$ cat src/rtl/pc_gen.sv
// Program counter generator: BOOT/RUN/HALT sequencing, prioritised redirects and a valid/ready fetch handshake.
// Define PC_GEN_MISALIGN_EN to reject misaligned redirect targets instead of silently clearing bits [1:0].
module pc_gen #(
    parameter int                XLEN      = 32,
    parameter logic [XLEN-1:0]   RESET_VEC = '0,
    parameter int                NREDIR    = 3
) (
    input  logic                     clock,
    input  logic                     reset,
    input  logic [NREDIR-1:0]        io_redir_valid,
    input  logic [NREDIR*XLEN-1:0]   io_redir_target,
    input  logic                     io_stall_en,
    input  logic                     io_halt,
    input  logic                     io_pc_ready,
    output logic                     io_pc_valid,
    output logic [XLEN-1:0]          io_pc,
    output logic [NREDIR-1:0]        io_redir_taken,
    output logic                     io_misalign,
    output logic [XLEN-1:0]          io_misalign_addr
);

    typedef enum logic [1:0] {
        BOOT = 2'd0,
        RUN  = 2'd1,
        HALT = 2'd2
    } state_t;

    state_t            state;
    state_t            state_next;
    logic              redir_any;
    logic [XLEN-1:0]   sel_target;
    logic [XLEN-1:0]   load_target;
    logic              reject;
    logic              fire;

    // Scan from the highest channel down so the lowest asserted index wins.
    always_comb begin
        io_redir_taken = '0;
        sel_target     = '0;
        for (int i = NREDIR - 1; i >= 0; i--) begin
            if (io_redir_valid[i]) begin
                io_redir_taken    = '0;
                io_redir_taken[i] = 1'b1;
                sel_target        = io_redir_target[i*XLEN +: XLEN];
            end
        end
    end

    assign redir_any = |io_redir_valid;

`ifdef PC_GEN_MISALIGN_EN
    assign reject      = redir_any && (sel_target[1:0] != 2'b00);
    assign load_target = sel_target;
`else
    assign reject      = 1'b0;
    assign load_target = sel_target & ~XLEN'(3);
`endif

    assign fire = io_pc_valid && io_pc_ready;

    always_ff @(posedge clock) begin
        if (reset) begin
            state <= BOOT;
        end else begin
            state <= state_next;
        end
    end

    always_comb begin
        state_next = state;
        if (redir_any) begin
            state_next = reject ? HALT : RUN;
        end else begin
            case (state)
                BOOT:    state_next = RUN;
                RUN:     state_next = io_halt ? HALT : RUN;
                HALT:    state_next = HALT;
                default: state_next = BOOT;
            endcase
        end
    end

    always_comb begin
        io_pc_valid = (state == RUN) && !io_stall_en && !reset;
    end

    // A rejected redirect freezes the PC; otherwise a redirect beats the sequential advance.
    always_ff @(posedge clock) begin
        if (reset) begin
            io_pc <= RESET_VEC;
        end else if (redir_any) begin
            if (!reject) begin
                io_pc <= load_target;
            end
        end else if (fire) begin
            io_pc <= io_pc + XLEN'(4);
        end
    end

`ifdef PC_GEN_MISALIGN_EN
    always_ff @(posedge clock) begin
        if (reset) begin
            io_misalign      <= 1'b0;
            io_misalign_addr <= '0;
        end else begin
            io_misalign <= reject;
            if (reject) begin
                io_misalign_addr <= sel_target;
            end
        end
    end
`else
    assign io_misalign      = 1'b0;
    assign io_misalign_addr = '0;
`endif

endmodule

$ cat config.mk
export PLATFORM = sky130hd
export DESIGN_NAME = pc_gen
export DESIGN_NICKNAME = d
export VERILOG_FILES = /design/src/rtl/pc_gen.sv
export SDC_FILE = /design/constraint.sdc
export NUM_CORES = 1
export LEC_CHECK = 0
export CAP_MARGIN = 15
export CORE_ASPECT_RATIO = 0.6
export CORE_MARGIN = 8
export CORE_UTILIZATION = 37
export CTS_CLUSTER_DIAMETER = 120
export DETAILED_ROUTE_END_ITERATION = 8
export PLACE_DENSITY = 0.85
export SYNTH_ARGS = -nofsm -noshare
export SYNTH_HDL_FRONTEND = slang
export SYNTH_SLANG_ARGS = --single-unit
$ cat constraint.sdc
create_clock -name clock -period 3.2 [get_ports clock]
set_clock_uncertainty 0.1 [all_clocks]
set_input_delay 0.64 -clock clock [delete_from_list [all_inputs] [get_ports clock]]
set_output_delay 0.64 -clock clock [all_outputs]
set_load 0.01 [all_outputs]
### Word-level counts from Yosys, hierarchy flattened

Index checks and enable logic that the tools add are counted.

| storage, ports and cells | value |
|---|---|
| register bits after elaboration | 34 |
| output and inout bits | 69 |
| word-level logic and storage cells | 27 |

| cells by class | value |
|---|---|
| add/subtract/negate cells | 1 |
| equal/unequal tests | 2 |
| multiplexer cells | 11 |
| reduce and logical (&&, ||, !) cells | 9 |

Operator list:

| cell | number |
|---|---|
| 32-bit two-way mux | 5 |
| 32-bit by 3-bit adder with 32-bit output, second input constant | 1 |
| 3-bit two-way mux | 3 |
| 2-bit one-hot mux with 3 select lines | 1 |
| 4-bit OR reduction | 1 |
| 1-bit logical AND | 3 |
| 3-bit OR reduction | 1 |
| 2-bit by 1-bit == test with 1-bit output, second input constant | 1 |
| 2-bit == test, second input constant | 1 |
| 1-bit logical NOT | 2 |
| 2-bit logical NOT | 1 |
| 2-bit two-way mux | 1 |
| 2-bit nonzero test | 1 |
| 1-bit two-way mux | 1 |

### Depth between registers and ports, before layout

Gate-level depths: netlist of the first run.

| depth | value |
|---|---|
| depth in word-level cells | 6 |
| mapped depth | 8 |
| gate-level depth less buffers | 6 |

### Worst setup path after synthesis of the first run

No wires, ideal clock.

| timing | value |
|---|---|
| kind | in2reg |
| from | in reset |
| to | reg io_pc[30] |
| setup time | 62 ps |
| data arrival time | 2453 ps |
| required time | 3038 ps |
| setup slack | 586 ps |
| stages on the path | 7 |
| path buffers | 2 |
| cell sequence | buf_6 or4b_4 buf_6 nor4_4 nand2_2 or4b_1 nand3_1 |

| between the ends | value |
|---|---|
| longest elaborated chain between the ends | 4 |

Ends and longest elaborated chain:

| what | RTL line | RTL |
|---|---|---|
| start: declaration | 9 | `input logic reset,` |
| 1-bit logical NOT | 84 | `io_pc_valid = (state == RUN) && !io_stall_en && !reset;` |
| 1-bit logical AND | 84 |  |
| 1-bit logical AND | 59 | `assign fire = io_pc_valid && io_pc_ready;` |
| 2-bit nonzero test (no source line) | -- |  |
| end signal: assignment | 93 | `io_pc <= load_target;` |
| end signal: assignment | 96 | `io_pc <= io_pc + XLEN'(4);` |
| end: declaration | 16 | `output logic [XLEN-1:0] io_pc,` |

Several ways; a longest one is shown, not always the timed one.
A chain may end at the register's enable or synchronous reset.

### Worst setup path in the final report of the first run

| timing | value |
|---|---|
| from | in io_stall_en |
| to | out io_pc_valid |

| between the ends | value |
|---|---|
| longest elaborated chain between the ends | 3 |

Ends and longest elaborated chain:

| what | RTL line | RTL |
|---|---|---|
| start: declaration | 12 | `input logic io_stall_en,` |
| 1-bit logical NOT | 84 |  |
| 1-bit logical AND (2 in series) | 84 |  |
| end: declaration | 15 | `output logic io_pc_valid,` |

No other way between the ends.

==> flow_metrics.tcl, run 1 <==
set metrics [dict create \
    status "completed" \
    final_common_cell "sky130_fd_sc_hd__clkdlybuf4s50_1" \
    final_antenna_net_count 0 \
    timing.critical_path.cells "clkdlybuf4s50_1 > or4b_4 > inv_2 > clkdlybuf4s50_1" \
    drt-met1-wl_mm 4.52 \
    placed_area_um2 3910 \
    antenna_cells_inserted 0 \
    yosys_warnings 0 \
    grt_max_degree 36 \
    clock_tree.htree_level_count 2 \
    required_ns 2.46 \
    finalWirelength_mm 9.88 \
    pre_repair_dr_iteration_count 4 \
    fp.dieArea_um2 10200 \
    hold_class "reg2reg" \
    tritoncts "done" \
    p_leak_nw 1.52 \
    startpoint_type "input port" \
    global_route.overflow_total 0 \
    num_vias 2997 \
    routed.top_layer "met4" \
    hold_violations 0 \
    synth.ff_latch_count 32 \
    mappedNetlistArea_um2 2640 \
    rsz0062_at_grt "false" \
    cts_max_path_buffers 2 \
    grt_usage 0.184 \
    hold_slack_ns 0.429 \
    share_of_post_route_cells_with_drive_strength_above_1 0.0629 \
    clk_pin_slew_worst_paths_ns 0.05 \
    max_stage_delay_ns 0.55 \
    maxCapViolations 0 \
    count_of_instances_resized_after_the_clock_tree_is_built 0 \
    clock_insertion_delay_worst_skew_ns 0.27 \
    timing.final.setup_violations 0 \
    cp_slowest_cell "sky130_fd_sc_hd__clkdlybuf4s50_1" \
    dieHeight_um 81.4 \
    core_area_um2 6790 \
    placement_rows 23 \
    max_clock_freq_mhz 335 \
    worstSetupEndpointType "output pin" \
    ys_async_sr_fraction 0 \
    wl_met2_mm 4.61 \
    layout_common_cells "sky130_fd_sc_hd__clkdlybuf4s50_1 (130), sky130_fd_sc_hd__nor2_1 (38), sky130_fd_sc_hd__conb_1 (35)" \
    clock_sink_count 32 \
    period_needed_ns 2.99 \
    worst-slew-pin-transition_ns 0.620 \
    cp_data_arrival_time_ns 2.25 \
    total_power_w 0.00141 \
    postCtsSetupRepairBufs 0 \
    grt_first_pass_wirelength_mm 15.5 \
    via_count_of_the_first_global_routing_pass 2991 \
    critPathMostFrequentCell "sky130_fd_sc_hd__clkdlybuf4s50_1" \
    io_pins 173 \
    yosysUniqueCellTypes 55 \
    num-nets-final 581 \
    slew-limit-headroom 0.584 \
    ctsHoldBuffers 0 \
    synth_ff_type "sky130_fd_sc_hd__dfxtp_1" \
    final_cell_area_um2 4080 \
    remaining_drc_errors 0 \
    route.met3.wl_um 685 \
    hpwl_mm 7.92 \
    port_buffers 131 \
    avgViaCountPerCell 5.31 \
    cts_root_buffer "sky130_fd_sc_hd__clkbuf_16" \
    critPathKind "in2out" \
    tns_ns 0 \
    gp_congestion 0.840 \
    area_growth_syn_to_layout_pct 54.7 \
    number_of_drc_violations_after_detailed_routing_iteration_0 180 \
    cts_inserted_buffers 5 \
    wl_per_cell_um 17.5 \
    ir_worst_vdd_mv 0.222 \
    antenna_found_initial 0 \
    synth_area_per_cell_um2 7.53 \
    critical_path_peak_fanout 5 \
    finalMaxSlewViolations 0 \
    final_min_period_over_clock_period 0.933 \
    start_util 0.388 \
    power_per_cell_area_nw_per_um2 345 \
    ys_seq_area_frac 0.243 \
    post_synth_inst_count 350 \
    number_of_synthesized_flops_with_an_enable_pin 0 \
    chipWidth_um 125 \
]
## synthesized netlist by cell type, drive strengths merged, types with 6 or more instances
library cell  instances  area (um^2)
a21oi                22          110
clkbuf               16         60.1
nand4                11         68.8
nor3                  6         30.0
nor3b                 6         45.0
xor2                 15          131
nor4                  7         65.1
nand2                19         73.8
a211oi               29          223
buf                  43          314
nor2b                 8         50.1
nand3                14         70.1
o22ai                11         68.8
dfxtp                32          641
mux2i                 9         90.1
o21ai                11         55.1
inv                   6         22.5
nor2                 38          143
## logic make-up after synthesis
kind of cell | count (synthesis) | synth area share
and+or+nand+nor | 128 | 0.260
AOI/OAI and AO/OA | 96 | 0.245
buffers and inverters | 65 | 0.150
DFF | 32 | 0.243
xor gates and xnor gates | 17 | 0.0565
muxes | 10 | 0.0384
adders and majority gates | 1 | 0.00475
other | 1 | 0.00142
## per-layer routing
layer,GRT usage,up-vias
li1,-,1467
met1,0.239,1395
met2,0.312,129
met3,0.0490,6
met4,0.0241,0
met5,0,-
## final timing paths
check / from / to / slack [ns] / cells after the start
worst max-delay path: io_stall_en / io_pc_valid / 0.21 / 4
worst min-delay path: io_pc[6] / io_pc[6] / 0.43 / 2
worst max register to register: state[1] / io_pc[7] / 0.90 / 6
worst min register to register: io_pc[6] / io_pc[6] / 0.43 / 2
## report_power, final
group / internal [W] / switching, W
logic: 0.000229 / 0.000172
clock network: 0.000366 / 0.000171
registers: 0.000430 / 0.0000416
total: 0.00102 / 0.000384
## worst max-delay path: cells and delay by family
family / cells / cell delay (ns)
buffers and inverters: 3 / 1.08
AND/OR/NAND/NOR: 1 / 0.53
## flip-flops by register name (all words and copies together), names as in the netlist
name and flops:
io_pc 30, state 2
## cell type report
class / instances / area, um^2
fill: 619 / 2710
multi-input combinational: 287 / 1740
timing repair buffer: 144 / 1400
sequential: 32 / 641
clock buffer: 6 / 129
tap: 87 / 109
clock inverter: 2 / 35.0
inverter: 6 / 22.5
## stage by stage
step | utilization | instances | worst slack, ns
floorplan | - | 384 | 0.586
global placement | 0.576 | 556 | 0.192
detailed placement | 0.576 | 556 | 0.187
CTS | 0.600 | 564 | 0.216
global route | 0.600 | 564 | 0.162
finish | 0.600 | 564 | 0.213
(Power assumes the default switching activity.)
==> run 2: changes to the inputs <==
--- a/config.mk
+++ b/config.mk
@@ -6,12 +6,14 @@
 export NUM_CORES = 1
 export LEC_CHECK = 0
 export CAP_MARGIN = 15
+export CELL_PAD_IN_SITES_DETAIL_PLACEMENT = 2
+export CELL_PAD_IN_SITES_GLOBAL_PLACEMENT = 2
 export CORE_ASPECT_RATIO = 0.6
 export CORE_MARGIN = 8
-export CORE_UTILIZATION = 37
+export CORE_UTILIZATION = 18
 export CTS_CLUSTER_DIAMETER = 120
 export DETAILED_ROUTE_END_ITERATION = 8
-export PLACE_DENSITY = 0.85
+export PLACE_DENSITY = 0.83
 export SYNTH_ARGS = -nofsm -noshare
 export SYNTH_HDL_FRONTEND = slang
 export SYNTH_SLANG_ARGS = --single-unit
==> run 2 against run 1 <==
Net effect:
- die area is 86% higher
- sequential power hardly changed
- worst hold slack hardly changed
- clock-buffer cell count stayed put
- cell count is 20% higher
- first-iteration DRC count is 72% lower
- power is 2.2% higher
- largest power group unchanged
==> flow_metrics.tcl, run 2 (same netlist as run 1, synthesis figures left out) <==
set metrics [dict create \
    fp.dieArea_um2 18900 \
    cp_data_arrival_time_ns 2.29 \
    critPathMostFrequentCell "sky130_fd_sc_hd__clkdlybuf4s50_1" \
    grt_max_degree 36 \
    postCtsSetupRepairBufs 0 \
    ff_latch_area_um2 641 \
    wl_per_cell_um 19.5 \
    worst_hold_startpoint "io_pc[8]" \
    count_of_instances_resized_after_the_clock_tree_is_built 0 \
    required_ns 2.46 \
    worstSetupEndpointType "output pin" \
    maxCapViolations 0 \
    avgViaCountPerCell 4.48 \
    pre_repair_dr_iteration_count 3 \
    port_buffers 131 \
    share_of_post_route_cells_with_drive_strength_above_1 0.0609 \
    slew-limit-headroom 0.537 \
    power_per_cell_area_nw_per_um2 342 \
    tns_ns 0 \
    biggestRegsByFlops "io_pc x30, state x2" \
    remaining_drc_errors 0 \
    clock_tree.htree_level_count 2 \
    ctsHoldBuffers 0 \
    tritoncts "done" \
    critPathKind "in2out" \
    finalMaxSlewViolations 0 \
    io_pins 173 \
    start_util 0.183 \
    num_vias 3022 \
    placement_rows 34 \
    via_count_of_the_first_global_routing_pass 3385 \
    antenna_found_initial 0 \
    dieHeight_um 110 \
    hold_violations 0 \
    grt_first_pass_wirelength_mm 19.9 \
    period_needed_ns 3.03 \
    worst-slew-pin-transition_ns 0.690 \
    finalWirelength_mm 13.1 \
    core_area_um2 14400 \
    finalNonFillerCells 674 \
    hold_slack_ns 0.429 \
    rsz0062_at_grt "false" \
    cts_root_buffer "sky130_fd_sc_hd__clkbuf_16" \
    clock_insertion_delay_worst_skew_ns 0.28 \
    cts_max_path_buffers 2 \
    gp_congestion 0.763 \
    num-nets-final 580 \
    final_core_utilization 0.292 \
    total_power_w 0.00144 \
    critical_path_peak_fanout 5 \
    multiInputGateArea_um2 1740 \
    layout_common_cells "sky130_fd_sc_hd__clkdlybuf4s50_1 (130), sky130_fd_sc_hd__nor2_1 (38), sky130_fd_sc_hd__conb_1 (35)" \
    hold_class "reg2reg" \
    rr_startpoint "state[1]" \
    final_min_period_over_clock_period 0.946 \
    global_route.overflow_total 0 \
    timing.final.setup_violations 0 \
    final_common_cell "sky130_fd_sc_hd__clkdlybuf4s50_1" \
    clk_pin_slew_worst_paths_ns 0.06 \
    max_clock_freq_mhz 330 \
    fillers 1648 \
    cp_slowest_cell "sky130_fd_sc_hd__or4b_4" \
    status "completed" \
    max_reg_flops 30 \
    timing.critical_path.cells "clkdlybuf4s50_1 > or4b_4 > inv_2 > clkdlybuf4s50_1" \
    p_leak_nw 1.51 \
    final_antenna_net_count 0 \
    cts_inserted_buffers 5 \
    clock_sink_count 32 \
    regMostFlops "io_pc" \
    number_of_drc_violations_after_detailed_routing_iteration_0 51 \
    grt_usage 0.136 \
    antenna_cells_inserted 0 \
    ir_worst_vdd_mv 0.151 \
    max_stage_delay_ns 0.60 \
    chipWidth_um 172 \
    hpwl_mm 10.8 \
    area_growth_syn_to_layout_pct 59.7 \
    startpoint_type "input port" \
    crit_start "io_stall_en" \
    place.detailed.instances 666 \
]
## run 2: worst paths after layout
check	endpoint	slack (ns)	cells past startpoint
max	io_pc_valid	0.17	4
min reg2reg	io_pc[8]	0.43	2
min	io_pc[8]	0.43	2
max reg2reg	io_pc[28]	0.80	5
## run 2: area by class of cell
class,instances,area share
clock buffers,6,0.0306
clock inverters,2,0.00832
inverters,6,0.00535
multi-input cells,287,0.413
flip-flops and latches,32,0.152
well taps,198,0.0589
repair buffers,143,0.332
## run 2: worst max-delay path: cells and delay by family
kind,cells,cell delay [ns]
buffers and inverters,3,1.04
AND/OR/NAND/NOR,1,0.60
## run 2: power breakdown
group / internal [W] / switching (W)
Sequential: 0.000430 / 0.0000436
Clock: 0.000366 / 0.000186
Combinational: 0.000229 / 0.000185
Total: 0.00102 / 0.000415
## run 2: per-layer routing
layer | part of all wire | wire [um] | global-route usage
met3 | 0.051 | 666 | 0.0355
met4 | 0.0079 | 104 | 0.0220
met5 | 0 | 0 | 0
met2 | 0.49 | 6470 | 0.242
met1 | 0.45 | 5900 | 0.167
## run 2: through the flow
stage	setup WS, ns	area (um^2)
2_1_floorplan	0.586	2760
3_3_place_gp	0.150	4050
3_5_place_dp	0.0572	4050
4_1_cts	0.164	4210
5_1_grt	0.134	4210
6_report	0.173	4210
